===== config.mk =====
export PLATFORM = sky130hd
export DESIGN_NAME = color_filter_req_master
export DESIGN_NICKNAME = d
export VERILOG_FILES = /design/src/rtl/color_filter_req_master.sv
export SDC_FILE = /design/constraint.sdc
export NUM_CORES = 1
export LEC_CHECK = 0
export ABC_AREA = 1
export CORE_UTILIZATION = 40
export CTS_CLUSTER_DIAMETER = 80
export CTS_CLUSTER_SIZE = 30
export DETAILED_ROUTE_END_ITERATION = 8
export GPL_TIMING_DRIVEN = 0
export SLEW_MARGIN = 10
export SYNTH_ARGS = -nofsm -noshare
export SYNTH_HDL_FRONTEND = slang
export SYNTH_SLANG_ARGS = --single-unit

===== constraint.sdc =====
create_clock -name clk -period 5.3 [get_ports clk]
set_clock_uncertainty 0.05 [all_clocks]
set_input_delay 1.325 -clock clk [delete_from_list [all_inputs] [get_ports clk]]
set_output_delay 1.325 -clock clk [all_outputs]
set_load 0.01 [all_outputs]

===== src/rtl/color_filter_req_master.sv =====
// color_filter_req_master
//
// Initiator side of the four-phase req/ack pixel handshake for the colour-threshold
// filter. RGB565 pixels from the capture stream are presented one at a time on
// sensor_data/req_out. The filter's 1-bit match result is collected per pixel, and
// results are packed into 16-bit mask words (bit0 = earliest pixel). A per-frame
// match count and bounding box are published on frame_done.
//
// Optional build macro: TIMEOUT_EN. When defined, each handshake phase is bounded
// by TIMEOUT_CYC cycles. On expiry the pixel is recorded as 0 and the sticky
// timeout_err flag is set. When undefined, the FSM waits indefinitely and
// timeout_err is tied 0.
//
// Ports:
//   clk, rst_n            clock, asynchronous active-low reset
//   pix_valid/pix_data    upstream RGB565 pixel stream
//   pix_ready             high only when idle (ready to accept a pixel)
//   req_out/sensor_data   request and held pixel to the filter
//   ack_in/color_in       filter acknowledge (async domain) and match bit
//   mask_valid/mask_word  one-cycle pulse with a packed 16-bit match word
//   frame_done            one-cycle pulse after the last pixel of a frame
//   hit_count, bbox_valid, x_min, x_max, y_min, y_max
//                         results of the last completed frame
//   timeout_err           sticky handshake timeout flag
module color_filter_req_master #(
    parameter int unsigned H_RES       = 640,
    parameter int unsigned V_RES       = 480,
    parameter int unsigned TIMEOUT_CYC = 1024
) (
    input  logic        clk,
    input  logic        rst_n,
    input  logic        pix_valid,
    input  logic [15:0] pix_data,
    output logic        pix_ready,
    output logic        req_out,
    output logic [15:0] sensor_data,
    input  logic        ack_in,
    input  logic        color_in,
    output logic        mask_valid,
    output logic [15:0] mask_word,
    output logic        frame_done,
    output logic [19:0] hit_count,
    output logic        bbox_valid,
    output logic [10:0] x_min,
    output logic [10:0] x_max,
    output logic [9:0]  y_min,
    output logic [9:0]  y_max,
    output logic        timeout_err
);

    localparam logic [10:0] XLast = 11'(H_RES - 1);
    localparam logic [9:0]  YLast = 10'(V_RES - 1);

    typedef enum logic [1:0] {StIdle, StWaitAckHi, StWaitAckLo} state_e;

    state_e      state_q, state_d;
    logic        ack_meta_q, ack_s;
    logic        req_q, req_d;
    logic [15:0] sensor_q, sensor_d;
    logic        color_q, color_d;
    logic        ready_q, ready_d;
    logic        do_update, upd_bit;
    logic        tmo_hit;

    // Running frame state
    logic [10:0] x_q, x_d;
    logic [9:0]  y_q, y_d;
    logic [3:0]  idx_q, idx_d;
    logic [15:0] acc_q, acc_d;
    logic [19:0] cnt_q, cnt_d;
    logic [10:0] rx_min_q, rx_min_d, rx_max_q, rx_max_d;
    logic [9:0]  ry_min_q, ry_min_d, ry_max_q, ry_max_d;

    // Published outputs
    logic        mvalid_q, mvalid_d;
    logic [15:0] mword_q, mword_d;
    logic        fdone_q, fdone_d;
    logic [19:0] hits_q, hits_d;
    logic        bvalid_q, bvalid_d;
    logic [10:0] ox_min_q, ox_min_d, ox_max_q, ox_max_d;
    logic [9:0]  oy_min_q, oy_min_d, oy_max_q, oy_max_d;

    // Two-flop synchroniser for the acknowledge from the filter's clock domain.
    always_ff @(posedge clk or negedge rst_n) begin
        if (!rst_n) begin
            ack_meta_q <= 1'b0;
            ack_s      <= 1'b0;
        end else begin
            ack_meta_q <= ack_in;
            ack_s      <= ack_meta_q;
        end
    end

`ifdef TIMEOUT_EN
    logic [15:0] tmo_q;
    logic        tmo_err_q;

    assign tmo_hit     = (state_q != StIdle) && (tmo_q == 16'(TIMEOUT_CYC - 1));
    assign timeout_err = tmo_err_q;

    // Counts cycles spent in the current wait phase; any state change restarts it.
    always_ff @(posedge clk or negedge rst_n) begin
        if (!rst_n) begin
            tmo_q     <= '0;
            tmo_err_q <= 1'b0;
        end else begin
            if (state_d != state_q) begin
                tmo_q <= '0;
            end else if (state_q != StIdle) begin
                tmo_q <= tmo_q + 16'd1;
            end
            if (tmo_hit) begin
                tmo_err_q <= 1'b1;
            end
        end
    end
`else
    // TIMEOUT_CYC only matters when the timeout is built in.
    logic unused_timeout_cyc;
    assign unused_timeout_cyc = ^TIMEOUT_CYC;
    assign tmo_hit            = 1'b0;
    assign timeout_err        = 1'b0;
`endif

    // Handshake FSM
    always_comb begin
        state_d   = state_q;
        req_d     = req_q;
        sensor_d  = sensor_q;
        color_d   = color_q;
        do_update = 1'b0;
        upd_bit   = color_q;
        case (state_q)
            StIdle: begin
                if (pix_valid && ready_q) begin
                    sensor_d = pix_data;
                    req_d    = 1'b1;
                    state_d  = StWaitAckHi;
                end
            end
            StWaitAckHi: begin
                // A stale ack still high on entry is accepted as the answer.
                if (ack_s) begin
                    color_d = color_in;
                    req_d   = 1'b0;
                    state_d = StWaitAckLo;
                end else if (tmo_hit) begin
                    req_d     = 1'b0;
                    do_update = 1'b1;
                    upd_bit   = 1'b0;
                    state_d   = StIdle;
                end
            end
            StWaitAckLo: begin
                if (!ack_s) begin
                    do_update = 1'b1;
                    state_d   = StIdle;
                end else if (tmo_hit) begin
                    do_update = 1'b1;
                    upd_bit   = 1'b0;
                    state_d   = StIdle;
                end
            end
            default: begin
                req_d   = 1'b0;
                state_d = StIdle;
            end
        endcase
        // Registered so that pix_ready is 0 while reset is asserted.
        ready_d = (state_d == StIdle);
    end

    // Per-pixel bookkeeping: mask packing, hit statistics and raster position.
    logic        last_x, frame_end;
    logic [15:0] word;
    logic [19:0] cnt_n;
    logic [10:0] rx_min_n, rx_max_n;
    logic [9:0]  ry_min_n, ry_max_n;

    always_comb begin
        last_x    = (x_q == XLast);
        frame_end = last_x && (y_q == YLast);

        word          = acc_q;
        word[idx_q]   = upd_bit;

        cnt_n    = cnt_q;
        rx_min_n = rx_min_q;
        rx_max_n = rx_max_q;
        ry_min_n = ry_min_q;
        ry_max_n = ry_max_q;
        if (upd_bit) begin
            if (cnt_q != '1) begin
                cnt_n = cnt_q + 20'd1;
            end
            if (x_q < rx_min_q) rx_min_n = x_q;
            if (x_q > rx_max_q) rx_max_n = x_q;
            if (y_q < ry_min_q) ry_min_n = y_q;
            if (y_q > ry_max_q) ry_max_n = y_q;
        end

        x_d      = x_q;
        y_d      = y_q;
        idx_d    = idx_q;
        acc_d    = acc_q;
        cnt_d    = cnt_q;
        rx_min_d = rx_min_q;
        rx_max_d = rx_max_q;
        ry_min_d = ry_min_q;
        ry_max_d = ry_max_q;
        mvalid_d = 1'b0;
        mword_d  = mword_q;
        fdone_d  = 1'b0;
        hits_d   = hits_q;
        bvalid_d = bvalid_q;
        ox_min_d = ox_min_q;
        ox_max_d = ox_max_q;
        oy_min_d = oy_min_q;
        oy_max_d = oy_max_q;

        if (do_update) begin
            // The accumulator is cleared on every emit, so a partial word flushed
            // at frame end has its unused high bits at 0.
            if (idx_q == 4'd15 || frame_end) begin
                mword_d  = word;
                mvalid_d = 1'b1;
                acc_d    = '0;
                idx_d    = '0;
            end else begin
                acc_d = word;
                idx_d = idx_q + 4'd1;
            end

            x_d      = last_x ? 11'd0 : x_q + 11'd1;
            y_d      = last_x ? y_q + 10'd1 : y_q;
            cnt_d    = cnt_n;
            rx_min_d = rx_min_n;
            rx_max_d = rx_max_n;
            ry_min_d = ry_min_n;
            ry_max_d = ry_max_n;

            if (frame_end) begin
                hits_d   = cnt_n;
                bvalid_d = (cnt_n != '0);
                ox_min_d = rx_min_n;
                ox_max_d = rx_max_n;
                oy_min_d = ry_min_n;
                oy_max_d = ry_max_n;
                fdone_d  = 1'b1;
                cnt_d    = '0;
                rx_min_d = XLast;
                rx_max_d = '0;
                ry_min_d = YLast;
                ry_max_d = '0;
                y_d      = '0;
            end
        end
    end

    always_ff @(posedge clk or negedge rst_n) begin
        if (!rst_n) begin
            state_q  <= StIdle;
            req_q    <= 1'b0;
            sensor_q <= '0;
            color_q  <= 1'b0;
            ready_q  <= 1'b0;
            x_q      <= '0;
            y_q      <= '0;
            idx_q    <= '0;
            acc_q    <= '0;
            cnt_q    <= '0;
            rx_min_q <= XLast;
            rx_max_q <= '0;
            ry_min_q <= YLast;
            ry_max_q <= '0;
            mvalid_q <= 1'b0;
            mword_q  <= '0;
            fdone_q  <= 1'b0;
            hits_q   <= '0;
            bvalid_q <= 1'b0;
            ox_min_q <= '0;
            ox_max_q <= '0;
            oy_min_q <= '0;
            oy_max_q <= '0;
        end else begin
            state_q  <= state_d;
            req_q    <= req_d;
            sensor_q <= sensor_d;
            color_q  <= color_d;
            ready_q  <= ready_d;
            x_q      <= x_d;
            y_q      <= y_d;
            idx_q    <= idx_d;
            acc_q    <= acc_d;
            cnt_q    <= cnt_d;
            rx_min_q <= rx_min_d;
            rx_max_q <= rx_max_d;
            ry_min_q <= ry_min_d;
            ry_max_q <= ry_max_d;
            mvalid_q <= mvalid_d;
            mword_q  <= mword_d;
            fdone_q  <= fdone_d;
            hits_q   <= hits_d;
            bvalid_q <= bvalid_d;
            ox_min_q <= ox_min_d;
            ox_max_q <= ox_max_d;
            oy_min_q <= oy_min_d;
            oy_max_q <= oy_max_d;
        end
    end

    assign pix_ready   = ready_q;
    assign req_out     = req_q;
    assign sensor_data = sensor_q;
    assign mask_valid  = mvalid_q;
    assign mask_word   = mword_q;
    assign frame_done  = fdone_q;
    assign hit_count   = hits_q;
    assign bbox_valid  = bvalid_q;
    assign x_min       = ox_min_q;
    assign x_max       = ox_max_q;
    assign y_min       = oy_min_q;
    assign y_max       = oy_max_q;

endmodule


# Word level (Yosys, flattened, before mapping)
# Index checks and enable logic that the tools add are counted.
# classes
addsub,4
n_lt_le_gt_ge,6
eq_ne,8
muxes,36
bitwise_logic,1
reduce_logical,14
# op_table
cell,n
$mux 10,8
$mux 11,7
$mux 20,3
$add 20x1->20 const B,1
$ne 20x20->1 const B,1
$reduce_bool 20->1,1
$bwmux 16,1
$mux 16,1
$add 11x1->11 const B,1
$eq 11x10->1 const B,1
$gt 11x11->1,1
$lt 11x11->1,1
$add 10x1->10 const B,1
$eq 10x9->1 const B,1
$gt 10x10->1,1
$lt 10x10->1,1
$reduce_and 2->1,5
$mux 1,9
$mux 2,3
$pmux 2 s3,1
$lt 4x5->1 const B,1
$add 4x1->4 const B,1
$demux 1 s4,1
$eq 4x4->1 const B,1
other kinds (12),16
# word_totals
reg_bits,207
inputBits,21

# Logic depth before layout (Yosys ltp)
# depth
word_depth,6
mapped_depth,16
mapped_depth_nobuf,16

# Worst setup path after synthesis
# No wires, ideal clock.
# synth_path
path_kind,input-to-reg
startpoint,input pix_valid
endpoint,register sensor_q[10] (netlist: sensor_data[10])
arrival_time_ns,2.289
required_time_ns,5.125
slack_ns,2.836
cell_stages,3
path_buffers,1
path_cell_list,nand4_1 > clkbuf_1 > mux2_2
# synth_between
elab_chain_cells,2
# synth_lines
element,line_no,rtl
start: declaration,32,"input logic pix_valid,"
$logic_and 1x1->1,135,if (pix_valid && ready_q) begin
$reduce_and 2->1 (no source line),-,
end signal: assignment,288,sensor_q <= sensor_d;
end: declaration,59,"logic [15:0] sensor_q, sensor_d;"
# No other way between the ends.
# A chain may end at the register's enable or synchronous reset.

# Worst setup path after layout
# layout_path
startpoint,register hits_q[17] (netlist: hit_count[17])
endpoint,output hit_count[17]
# layout_lines
element,line_no,rtl
start: declaration,78,"logic [19:0] hits_q, hits_d;"
start signal: assignment,303,hits_q <= hits_d;
end: declaration,42,"output logic [19:0] hit_count,"
# No word-level cell between the ends.

==> impl_metrics.tcl <==
set metrics [dict create \
    diodes 0 \
    synth_edf_count 0 \
    critPathBufInv 1 \
    grt_antenna_before_repair 0 \
    numCtsBuffers 14 \
    dp_hpwl_um 20700 \
    place_ws_ns 2.17 \
    violations "DRC" \
    finalSetupViolCount 0 \
    die_y_um 166 \
    synth_seq_area_share_pct 48.2 \
    synth_cells 1332 \
    grt_pass1_vias 9111 \
    grt_pass1_wl_um 47600 \
    pwr-share-comb_pct 31.9 \
    fp-row-count 59 \
    status "finished with violations" \
    critPathMaxStageDelay_ns 0.56 \
    worstPathMaxFanout 2 \
    num-nets-final 1537 \
    intPower_mw 3.10 \
    synth_ff_type "dfrtp_1" \
    clockBufferDepth 3 \
    syn_avg_cell_area_sq_um 8.11 \
    finalSetupTns_ns 0 \
    max_slew_margin_pct 40.7 \
    synth.top_cells.by_area "dfrtp_1, nand2_1, inv_1" \
    clkTransAtPathRegs_ns 0.10 \
    cts_hold_buf 0 \
    hold_viol 0 \
    core_sq_mm 0.0263 \
    io_pins 121 \
    cp.required_ns 3.92 \
    ys_seq_elements 207 \
    min_period_over_period_pct 53.8 \
    rsz0062_at_grt "no" \
    synth_warnings 0 \
    slew_violations 0 \
    ys_types 45 \
    p_per_area_mw_per_mm2 372 \
    seqPwrFrac_pct 41.7 \
    drive_gt1_share_pct 7.79 \
    route.vias.total 9221 \
    slowest_stage "clkdlybuf4s50_1" \
    path_class "flop to output port" \
    period_needed_ns 2.85 \
    p_leak_nw 6.26 \
    drtPass1Iterations 7 \
    drt_iter0_drc 546 \
    worst_pin_slew_ns 0.890 \
    layout_setup_ws_ns 2.45 \
    timing.fmax_mhz 351 \
    cp-start-kind "flop" \
    post_drt_wl_per_cell_um 15.8 \
    die_w_um 166 \
    drv_cap 0 \
    antenna_left 0 \
    crit_arrival_ns 1.47 \
    p_switching_mw 1.72 \
    vdd_drop_max_uv 195 \
    final_cells 1812 \
    clockPowerShare_pct 26.3 \
    drt_wl_total_um 28600 \
    htree_levels 1 \
    synth_area_sq_mm 0.0108 \
    endpoint_kind "output port" \
    cp_top_family "buffers and inverters" \
    cts_resized 0 \
    synth_nets 1400 \
    gr-total-overflow 0 \
    post-cts-setup-buffers 0 \
    initial_core_util_pct 41.1 \
    ys_async_sr_fraction_pct 100 \
    cts.sink_count 207 \
    die_area_sq_mm 0.0277 \
    area_growth_syn_to_layout_pct 20.3 \
    cts_tree "built" \
    root_buffer "clkbuf_16" \
    synth_top_area_share_pct 44.3 \
    power.share.switching_pct 35.7 \
    vias_per_cell 5.09 \
    place_congestion 0.893 \
    final_util_pct 49.4 \
    drc 5 \
    grt_usage_pct 21.2 \
    io_buffers 119 \
    path_cells "clkdlybuf4s50_1" \
    clkLatencyLatePin_ns 0.50 \
    synth_top_cell_by_area "dfrtp_1" \
    place_inst 1788 \
    grt_max_degree 100 \
    min_path_type "flop to flop" \
    total_power_mw 4.83 \
]
Yosys cell counts (5+ instances only):
cell type,n
nor2_2,9
nand3_1,86
dfrtp_1,191
buf_2,19
inv_2,8
nand4_1,13
o21ai_1,29
ha_1,47
a31oi_1,5
inv_1,167
nand2_1,376
nor2_1,80
clkbuf_1,28
nor3_1,7
o21ai_0,75
xor2_1,12
o22ai_1,42
dfstp_2,16
mux2_2,16
a21oi_1,47
o32ai_1,15
path summary, 6_finish.rpt:
kind,startpoint,to,slack [ns],cells after the start
setup / recovery,hit_count[17]$_DFFE_PN0P_,hit_count[17],2.45,1
hold / removal,ack_meta_q$_DFF_PN0_,ack_s$_DFF_PN0_,0.30,0
setup reg to reg,y_q[1]$_DFFE_PN0P_,y_min[4]$_DFFE_PN0P_,2.64,9
hold reg to reg,ack_meta_q$_DFF_PN0_,ack_s$_DFF_PN0_,0.30,0
max in group asynchronous,rst_n,ry_min_q[1]$_DFFE_PN1P_,3.84,2
min in group asynchronous,rst_n,cnt_q[4]$_DFFE_PN0P_,0.60,1
cells in the final DEF, fill, tap and decap left out, drive strengths merged, types with 14 or more instances in the layout:
cell,instances
o32ai,15
dfstp,16
inv,178
o21ai,104
mux2,16
buf,30
clkdlybuf4s50,118
clkbuf,45
nand4,14
nand2,378
nor2,93
o22ai,42
ha,47
dfrtp,191
a21oi,47
nand3,88
power by group through the flow:
stage	clock network, mW	logic, mW	registers, mW
3_5_place_dp	0	1.55	2.04
6_report	1.27	1.54	2.01
5_1_grt	1.37	1.74	2.05
3_3_place_gp	0	1.51	2.04
4_1_cts	1.31	1.55	2.01
2_1_floorplan	0	0.989	2.04
worst register-to-register path: cells and delay by family (launching register included):
| kind | cells | cell delay, ns |
|---|---|---|
| fa+ha+maj | 1 | 0.22 |
| buf+inv | 1 | 0.51 |
| flops | 1 | 0.49 |
| simple gates | 7 | 1.28 |
metrics by stage:
step,cell area (sq um),hold WS (ns)
global route,13000,0.318
global placement,12400,0.283
floorplan,10800,0.281
detailed placement,12500,0.286
CTS,13000,0.307
finish,13000,0.303
layout make-up:
type,count,area (sq um)
fill,2567,13300
sequential,207,5200
clock buffer,17,403
tap,335,419
inverter,177,664
clock inverter,7,118
buffer,55,253
multi-input combinational,893,4680
timing repair buffer,121,1250
logic make-up after synthesis:
group | share of synthesized area (%)
and+or+nand+nor | 23.3
adders and majority gates | 5.45
DFF | 48.2
AOI/OAI and AO/OA | 11.7
xor gates and xnor gates | 1.14
other | 0.0347
buffers and inverters | 8.49
muxes | 1.67
registers in the layout, summed over array words and instances, names as in the netlist, 16 cells and up:
| register | count |
|---|---|
| mask_word | 16 |
| hit_count | 20 |
| sensor_data | 16 |
| cnt_q | 20 |
| acc_q | 16 |
layer usage:
layer / global-route usage [%] / wire length (um) / vias up
met5: 0 / 0 / -
met4: 6.08 / 721 / 0
li1: - / - / 4596
met3: 2.48 / 937 / 40
met2: 36.3 / 13700 / 165
met1: 28.4 / 13200 / 4420
No activity file was read; power rests on OpenSTA's default activity.
